[src/rtl/field_mem_pkg.sv]
// Shared types and default widths for the field RAM arbiter and its read-tag pipeline.
package field_mem_pkg;

  localparam int FIELD_DATAW_DEF = 96;
  localparam int ADDRW_DEF       = 12;

  typedef enum logic [1:0] {
    OWN_NONE = 2'd0,
    OWN_DISP = 2'd1,
    OWN_SOL  = 2'd2
  } owner_e;

  typedef enum logic {
    DISP_PRI  = 1'b0,
    SOL_FORCE = 1'b1
  } arb_state_e;

endpackage

[src/rtl/field_rd_tag_pipe.sv]
// Owner-tag shift register; the last stage names who owns the RAM read data arriving this cycle.
module field_rd_tag_pipe
  import field_mem_pkg::*;
#(
  parameter int DEPTH = 2
) (
  input  logic   clk,
  input  logic   reset_n,
  input  owner_e tag_i,
  output owner_e exit_owner_o
);

  owner_e tag_q [DEPTH];

  always_ff @(posedge clk or negedge reset_n) begin
    if (!reset_n) begin
      for (int i = 0; i < DEPTH; i++) tag_q[i] <= OWN_NONE;
    end else begin
      tag_q[0] <= tag_i;
      for (int i = 1; i < DEPTH; i++) tag_q[i] <= tag_q[i-1];
    end
  end

  assign exit_owner_o = tag_q[DEPTH-1];

endmodule

[src/rtl/field_mem_arbiter.sv]
// Arbitrates the single-port field RAM between display fetch and the fluid solver.
// Build option FIELD_ARB_STARVE_GUARD_EN adds the solver starvation counter and SOL_FORCE state.
//
// state     | meaning
// DISP_PRI  | display wins any cycle it requests; solver takes idle slots
// SOL_FORCE | one-cycle solver-only slot after STARVE_MAX consecutive denials
module field_mem_arbiter
  import field_mem_pkg::*;
#(
  parameter int FIELD_DATAW = FIELD_DATAW_DEF,
  parameter int ADDRW       = ADDRW_DEF,
  parameter int RD_LAT      = 1,
  parameter int STARVE_MAX  = 8
) (
  input  logic                   clk,
  input  logic                   reset_n,
  input  logic                   disp_req,
  input  logic [ADDRW-1:0]       disp_addr,
  output logic                   disp_gnt,
  output logic                   disp_rvalid,
  output logic [FIELD_DATAW-1:0] disp_rdata,
  input  logic                   sol_req,
  input  logic                   sol_we,
  input  logic [ADDRW-1:0]       sol_addr,
  input  logic [FIELD_DATAW-1:0] sol_wdata,
  output logic                   sol_gnt,
  output logic                   sol_rvalid,
  output logic [FIELD_DATAW-1:0] sol_rdata,
  output logic                   mem_en,
  output logic                   mem_we,
  output logic [ADDRW-1:0]       mem_addr,
  output logic [FIELD_DATAW-1:0] mem_wdata,
  input  logic [FIELD_DATAW-1:0] mem_rdata
);

  if (RD_LAT < 1 || RD_LAT > 4) begin : g_bad_rd_lat
    $error("field_mem_arbiter: RD_LAT out of range 1..4");
  end
  if (STARVE_MAX < 1 || STARVE_MAX > 255) begin : g_bad_starve_max
    $error("field_mem_arbiter: STARVE_MAX out of range 1..255");
  end

`ifdef FIELD_ARB_STARVE_GUARD_EN
  localparam logic [7:0] STARVE_MAX_C = 8'(STARVE_MAX);

  arb_state_e state_q, state_d;
  logic [7:0] starve_cnt_q, starve_cnt_d;

  always_ff @(posedge clk or negedge reset_n) begin
    if (!reset_n) begin
      state_q      <= DISP_PRI;
      starve_cnt_q <= '0;
    end else begin
      state_q      <= state_d;
      starve_cnt_q <= starve_cnt_d;
    end
  end

  always_comb begin
    disp_gnt     = 1'b0;
    sol_gnt      = 1'b0;
    state_d      = DISP_PRI;
    starve_cnt_d = starve_cnt_q;
    unique case (state_q)
      DISP_PRI: begin
        disp_gnt = disp_req;
        sol_gnt  = sol_req & ~disp_req;
      end
      SOL_FORCE: sol_gnt = sol_req;
      default: ;
    endcase
    // Grants stay low while reset is asserted, even with requests pending.
    disp_gnt = disp_gnt & reset_n;
    sol_gnt  = sol_gnt & reset_n;
    if (!sol_req || sol_gnt) starve_cnt_d = '0;
    else if (starve_cnt_q != STARVE_MAX_C) starve_cnt_d = starve_cnt_q + 8'd1;
    // Switching on the next count makes the forced slot land on the denial that hits the limit.
    if (state_q == DISP_PRI && starve_cnt_d == STARVE_MAX_C) state_d = SOL_FORCE;
  end
`else
  always_comb begin
    disp_gnt = reset_n & disp_req;
    sol_gnt  = reset_n & sol_req & ~disp_req;
  end
`endif

  logic   disp_xfer, sol_xfer;
  owner_e tag_in, exit_owner;

  assign disp_xfer = disp_req & disp_gnt;
  assign sol_xfer  = sol_req & sol_gnt;
  assign tag_in    = disp_xfer             ? OWN_DISP :
                     (sol_xfer && !sol_we) ? OWN_SOL  : OWN_NONE;

  logic                   mem_en_q, mem_we_q;
  logic [ADDRW-1:0]       mem_addr_q;
  logic [FIELD_DATAW-1:0] mem_wdata_q;

  always_ff @(posedge clk or negedge reset_n) begin
    if (!reset_n) begin
      mem_en_q    <= 1'b0;
      mem_we_q    <= 1'b0;
      mem_addr_q  <= '0;
      mem_wdata_q <= '0;
    end else begin
      mem_en_q <= disp_xfer | sol_xfer;
      mem_we_q <= sol_xfer & sol_we;
      if (disp_xfer) begin
        mem_addr_q <= disp_addr;
      end else if (sol_xfer) begin
        mem_addr_q  <= sol_addr;
        mem_wdata_q <= sol_wdata;
      end
    end
  end

  assign mem_en    = mem_en_q;
  assign mem_we    = mem_we_q;
  assign mem_addr  = mem_addr_q;
  assign mem_wdata = mem_wdata_q;

  field_rd_tag_pipe #(
    .DEPTH(RD_LAT + 1)
  ) u_tag_pipe (
    .clk         (clk),
    .reset_n     (reset_n),
    .tag_i       (tag_in),
    .exit_owner_o(exit_owner)
  );

  logic                   disp_rvalid_q, sol_rvalid_q;
  logic [FIELD_DATAW-1:0] disp_rdata_q, sol_rdata_q;

  always_ff @(posedge clk or negedge reset_n) begin
    if (!reset_n) begin
      disp_rvalid_q <= 1'b0;
      sol_rvalid_q  <= 1'b0;
      disp_rdata_q  <= '0;
      sol_rdata_q   <= '0;
    end else begin
      disp_rvalid_q <= (exit_owner == OWN_DISP);
      sol_rvalid_q  <= (exit_owner == OWN_SOL);
      if (exit_owner == OWN_DISP) disp_rdata_q <= mem_rdata;
      if (exit_owner == OWN_SOL)  sol_rdata_q  <= mem_rdata;
    end
  end

  assign disp_rvalid = disp_rvalid_q;
  assign sol_rvalid  = sol_rvalid_q;
  assign disp_rdata  = disp_rdata_q;
  assign sol_rdata   = sol_rdata_q;

endmodule

[config.mk]
export PLATFORM = sky130hd
export DESIGN_NAME = field_mem_arbiter
export DESIGN_NICKNAME = d
export VERILOG_FILES = /design/src/rtl/field_mem_pkg.sv /design/src/rtl/field_rd_tag_pipe.sv /design/src/rtl/field_mem_arbiter.sv
export SDC_FILE = /design/constraint.sdc
export NUM_CORES = 1
export LEC_CHECK = 0
export BUFFER_PORTS_ARGS = -buffer_cell sky130_fd_sc_hd__buf_2
export CAP_MARGIN = 0
export CORE_ASPECT_RATIO = 1.75
export CORE_MARGIN = 5
export CORE_UTILIZATION = 30
export CTS_CLUSTER_SIZE = 12
export DETAILED_ROUTE_END_ITERATION = 10
export GPL_TIMING_DRIVEN = 0
export HOLD_SLACK_MARGIN = 0.02
export SLEW_MARGIN = 20
export SYNTH_ARGS = -nofsm -noshare
export SYNTH_HDL_FRONTEND = slang
export SYNTH_SLANG_ARGS = --single-unit
export TNS_END_PERCENT = 100
[constraint.sdc]
create_clock -name clk -period 1.8 [get_ports clk]
set_input_delay 0.09 -clock clk [delete_from_list [all_inputs] [get_ports clk]]
set_output_delay 0.09 -clock clk [all_outputs]
set_load 0.01 [all_outputs]
Word level (Yosys, flattened, before mapping) --
Index checks and enable logic that the tools add are counted.
Word-level totals: register bits 308, bits of input ports 221, output and inout bits 306, logic and storage cells 29
Operators by class: equality and inequality tests 2, multiplexer cells 4, bitwise logic cells 9, reduce and logical (&&, ||, !) cells 4
Operator list (number):
- $mux W12 | 2
- $and A1 B1 Y1 | 6
- $mux W2 | 2
- $eq A2 B1 Y1 const B | 1
- $eq A2 B2 Y1 const B | 1
- $not A1 Y1 | 2
- $reduce_and A2 Y1 | 1
- $reduce_bool A2 Y1 | 1
- $logic_and A1 B1 Y1 | 1
- $logic_not A1 Y1 | 1
- $or A1 B1 Y1 | 1

Depth between registers and ports, before layout --
word-level depth 6, mapped depth 7, mapped depth without buffers 4

Cells and area by module --
From an unflattened synthesis, not the netlist that was laid out.
Unflattened totals: cells, all modules 679, area total of the unflattened synthesis 11591.1 um^2
By module, submodules not included:
- field_mem_arbiter | instances 1, cells each 673, area each 11476.0 um^2, seq. area each 7607.3 um^2
- field_rd_tag_pipe | instances 1, cells each 6, area each 115.1 um^2, seq. area each 100.1 um^2

Least setup slack after synthesis --
Ideal clock, no wire load.
path kind register to register, start point register u_tag_pipe.tag_q (netlist bit u_tag_pipe.exit_owner_o[1]), end point register disp_rdata_q[66] (netlist: disp_rdata[66]), setup time 0.125 ns, arrival 1.295 ns, data required time 1.675 ns, path slack 0.381 ns, stages on the path, launching flop included 6, buffers on the path 3, clock period less this slack 1.419 ns, cells stage by stage dfrtp_1 > nor2b_1 > buf_2 > buf_2 > buf_4 > mux2_2
On the way: longest elaborated chain between the ends 1
RTL lines:
- from (decl) | line field_rd_tag_pipe.sv:13 | owner_e tag_q [DEPTH];
- $eq A2 B1 Y1 | line field_mem_arbiter.sv:143 | if (exit_owner == OWN_DISP) disp_rdata_q <= mem_rdata;
- to (signal assigned) | line field_mem_arbiter.sv:143
- to (decl) | line field_mem_arbiter.sv:132 | logic [FIELD_DATAW-1:0] disp_rdata_q, sol_rdata_q;
No other way between the ends. A chain may end at the register's enable or synchronous reset.

Final worst setup path --
start point register u_tag_pipe.tag_q (netlist bit u_tag_pipe.exit_owner_o[1]), end point register disp_rdata_q[82] (netlist: disp_rdata[82])
Same word-level chain as after synthesis.

==> results.ini <==
[outcome]
outcome=finished with violations
violations=hold timing

[timing]
finalSetupTns_ns=0
rsz0062_at_grt=no
worst_slew_margin_rel=0.5617
worst_slack_ns=0.1449
fin_crit_ns=1.655
clock_skew_ns=0.01570
max_slew.worst_pin.slew_ns=0.6575
final-hold-violation-count=122
hold_slack_ns=-0.6024
maxSlewViolCount=0
fmax_ghz=0.6042
finalSetupViolCount=0
post-route-period-util=0.9195

[cells_and_area]
area_growth_syn_to_layout_pct=56.58
fin_util=0.4720
layout.nets=1887
drive_gt1_frac=0.4601
fin_area_sq_um=18010

[clock_network]
cts_setup_buffers=0
clkSinkCount=308
clock_path_buffers=3
insertion_delay_ns=0.57
cts_tree=yes
clk_pin_slew_worst_paths_ns=0.06
clock-root-buffer=clkbuf_16
htree_levels=1
cts_buffers=30

[place]
io_buffers=525
placed_area_sq_um=14830
hpwl_um=29800
gp_congestion=0.8207
post-place-ws_ns=-0.6455

[drt]
dr_total_vias=9705
drt_iter0_drc=395
drt-wirelength-per-cell_um=18.89
vias_per_cell=4.481
drc=0
drt.antenna.violating_nets=0
drt_wl_total_um=40920
first_pass_iters=4

[floorplan]
core-area_sq_um=38160
ios=527
die_area_sq_um=42510
std_cell_rows=95
die_w_um=158.0
die_y_um=269.0
start_util=0.3014

[global_routing]
grt_pass1_wl_um=59580
top_usage_layer=met2
gr-total-overflow=0
use_met2=0.3383
antenna_found_initial=2
grt_max_degree=99
use_met1=0.1922
grt_pass1_vias=10520
met3_usage=0.03629
grt_usage=0.1813

[hold_path]
hold_path_class=in2async

[power]
power_density_nw_per_um2=1079
ir_drop_mv=0.8358
p_leak_nw=8.984

[critical_path]
cp_data_arrival_time_ns=2.11
reg2reg_to=disp_rdata[82]
worstSetupEndpointType=flop
cp-endpoint=disp_rdata[82]
cp.required_ns=2.25
reg2reg_from=u_tag_pipe.exit_owner_o[1]
ff2ff_path_depth=5
worst-path-max-fanout=10
startpoint=u_tag_pipe.exit_owner_o[1]
critical_path_class=reg2reg
reg2reg_slack_ns=0.14
crit_path_start_kind=flop

[job]
cap_violations=0

[logic_synthesis]
yosysSeqAreaShare=0.6701
syn_area_sq_um=11500
avgSynthCellArea_sq_um=13.02
synthCells=883
yosys_warnings=0
ys_types=21
synth_seq_cells=308
syn_nets=1104

state kept, by name (all words and copies together) (netlist names):
register,cells
mem_en,1
mem_wdata,96
disp_rvalid,1
mem_we,1
mem_addr,12
u_tag_pipe.tag_q,2
sol_rvalid,1
disp_rdata,96
sol_rdata,96
u_tag_pipe.exit_owner_o,2
kinds of logic (layout without fill, tap and decap cells):
group,after synthesis,after routing,share of synthesized area
buffers and inverters,50,845,0.02328
AND/OR/NAND/NOR,309,309,0.1029
flip-flops,308,308,0.6701
AO/OA/AOI/OAI,24,24,0.01567
other,0,3,0
multiplexers,192,192,0.1880
repair_timing:
| action | 4_1_cts | 5_1_grt |
|---|---|---|
| gates cloned | 1 | 0 |
| hold buffers | 220 | 4 |
| setup endpoints to repair | 51 | 31 |
| endpoints found under the hold margin | 512 | 123 |
| resized for setup | 2 | 5 |
cells in the final DEF, fill, tap and decap left out, drive strengths merged:
cell,count
and2,2
buf,561
bufbuf,1
clkbuf,59
dfrtp,308
diode,3
dlygate4sd3,222
inv,2
mux2,192
nand2,290
nand2b,1
nor2,13
nor2b,1
nor3,1
o22ai,12
o32ai,12
or2,1
power by group:
part | internal (mW) | switching [mW] | leakage (nW)
combinational | 2.27 | 2.43 | 4.91
sequential | 8.23 | 0.693 | 3.66
clock | 3.21 | 2.59 | 0.415
cells in the mapped netlist:
cell        n  area (sq um)
dfrtp_1   308          7707
nand2_1   289          1085
mux2_2    172          1937
mux2_1     20         225.2
buf_2      16         80.08
clkbuf_1   15         56.30
nor2_1     12         45.04
o22ai_1    12         75.07
o32ai_1    12         105.1
buf_4      10         75.07
buf_1       4         15.01
buf_6       3         33.78
and2_1      2         12.51
inv_1       1         3.750
inv_2       1         3.750
nand2_2     1         6.260
nand2b_1    1         6.260
nor2_4      1         11.26
nor2b_1     1         6.260
nor3_1      1         5.000
or2_2       1         6.260
worst max-delay path, cell delays in order (launching register included):
cell	delay, ns
dfrtp_1	0.37
nor2b_1	0.10
buf_2	0.23
buf_6	0.22
buf_4	0.24
mux2_2	0.36
metal layers:
layer / vias to the layer above / share of wire / wire, um
met2: 394 / 0.54 / 22160
li1: 4486 / - / -
met3: 100 / 0.065 / 2679
met1: 4725 / 0.34 / 14070
met5: - / 0 / 0
met4: 0 / 0.049 / 2003
final cells by class:
cell class | count | area, sq um
clock buffer | 44 | 854.6
antenna | 3 | 7.507
buffer | 46 | 264.0
multi-input combinational | 525 | 3526
inverter | 2 | 7.507
timing repair buffer | 753 | 5035
sequential | 308 | 7707
tap | 485 | 606.8
fill | 3397 | 20150
metrics by stage:
step                std cells  hold slack [ns]  power [mW]
CTS                      2161          -0.5987       19.66
global route             2165          -0.5863       20.40
finish                   2166          -0.6024       19.43
detailed placement       1896          0.07367       13.30
global placement         1893           0.2824       13.16
floorplan                 883          -0.2056       10.86
how the worst min path moves through the flow:
stage          cells after the start  slack (ns)                   to     from
5_1_grt                            1       -0.59       disp_rdata[61]  reset_n
3_5_place_dp                       1        0.07       disp_rdata[61]  reset_n
3_3_place_gp                       2        0.28  u_tag_pipe.tag_q[3]   sol_we
4_1_cts                            1       -0.60        sol_rdata[48]  reset_n
2_1_floorplan                      0       -0.21        disp_rdata[0]  reset_n
6_report                           1       -0.60        sol_rdata[48]  reset_n
(Power assumes the default switching activity.)
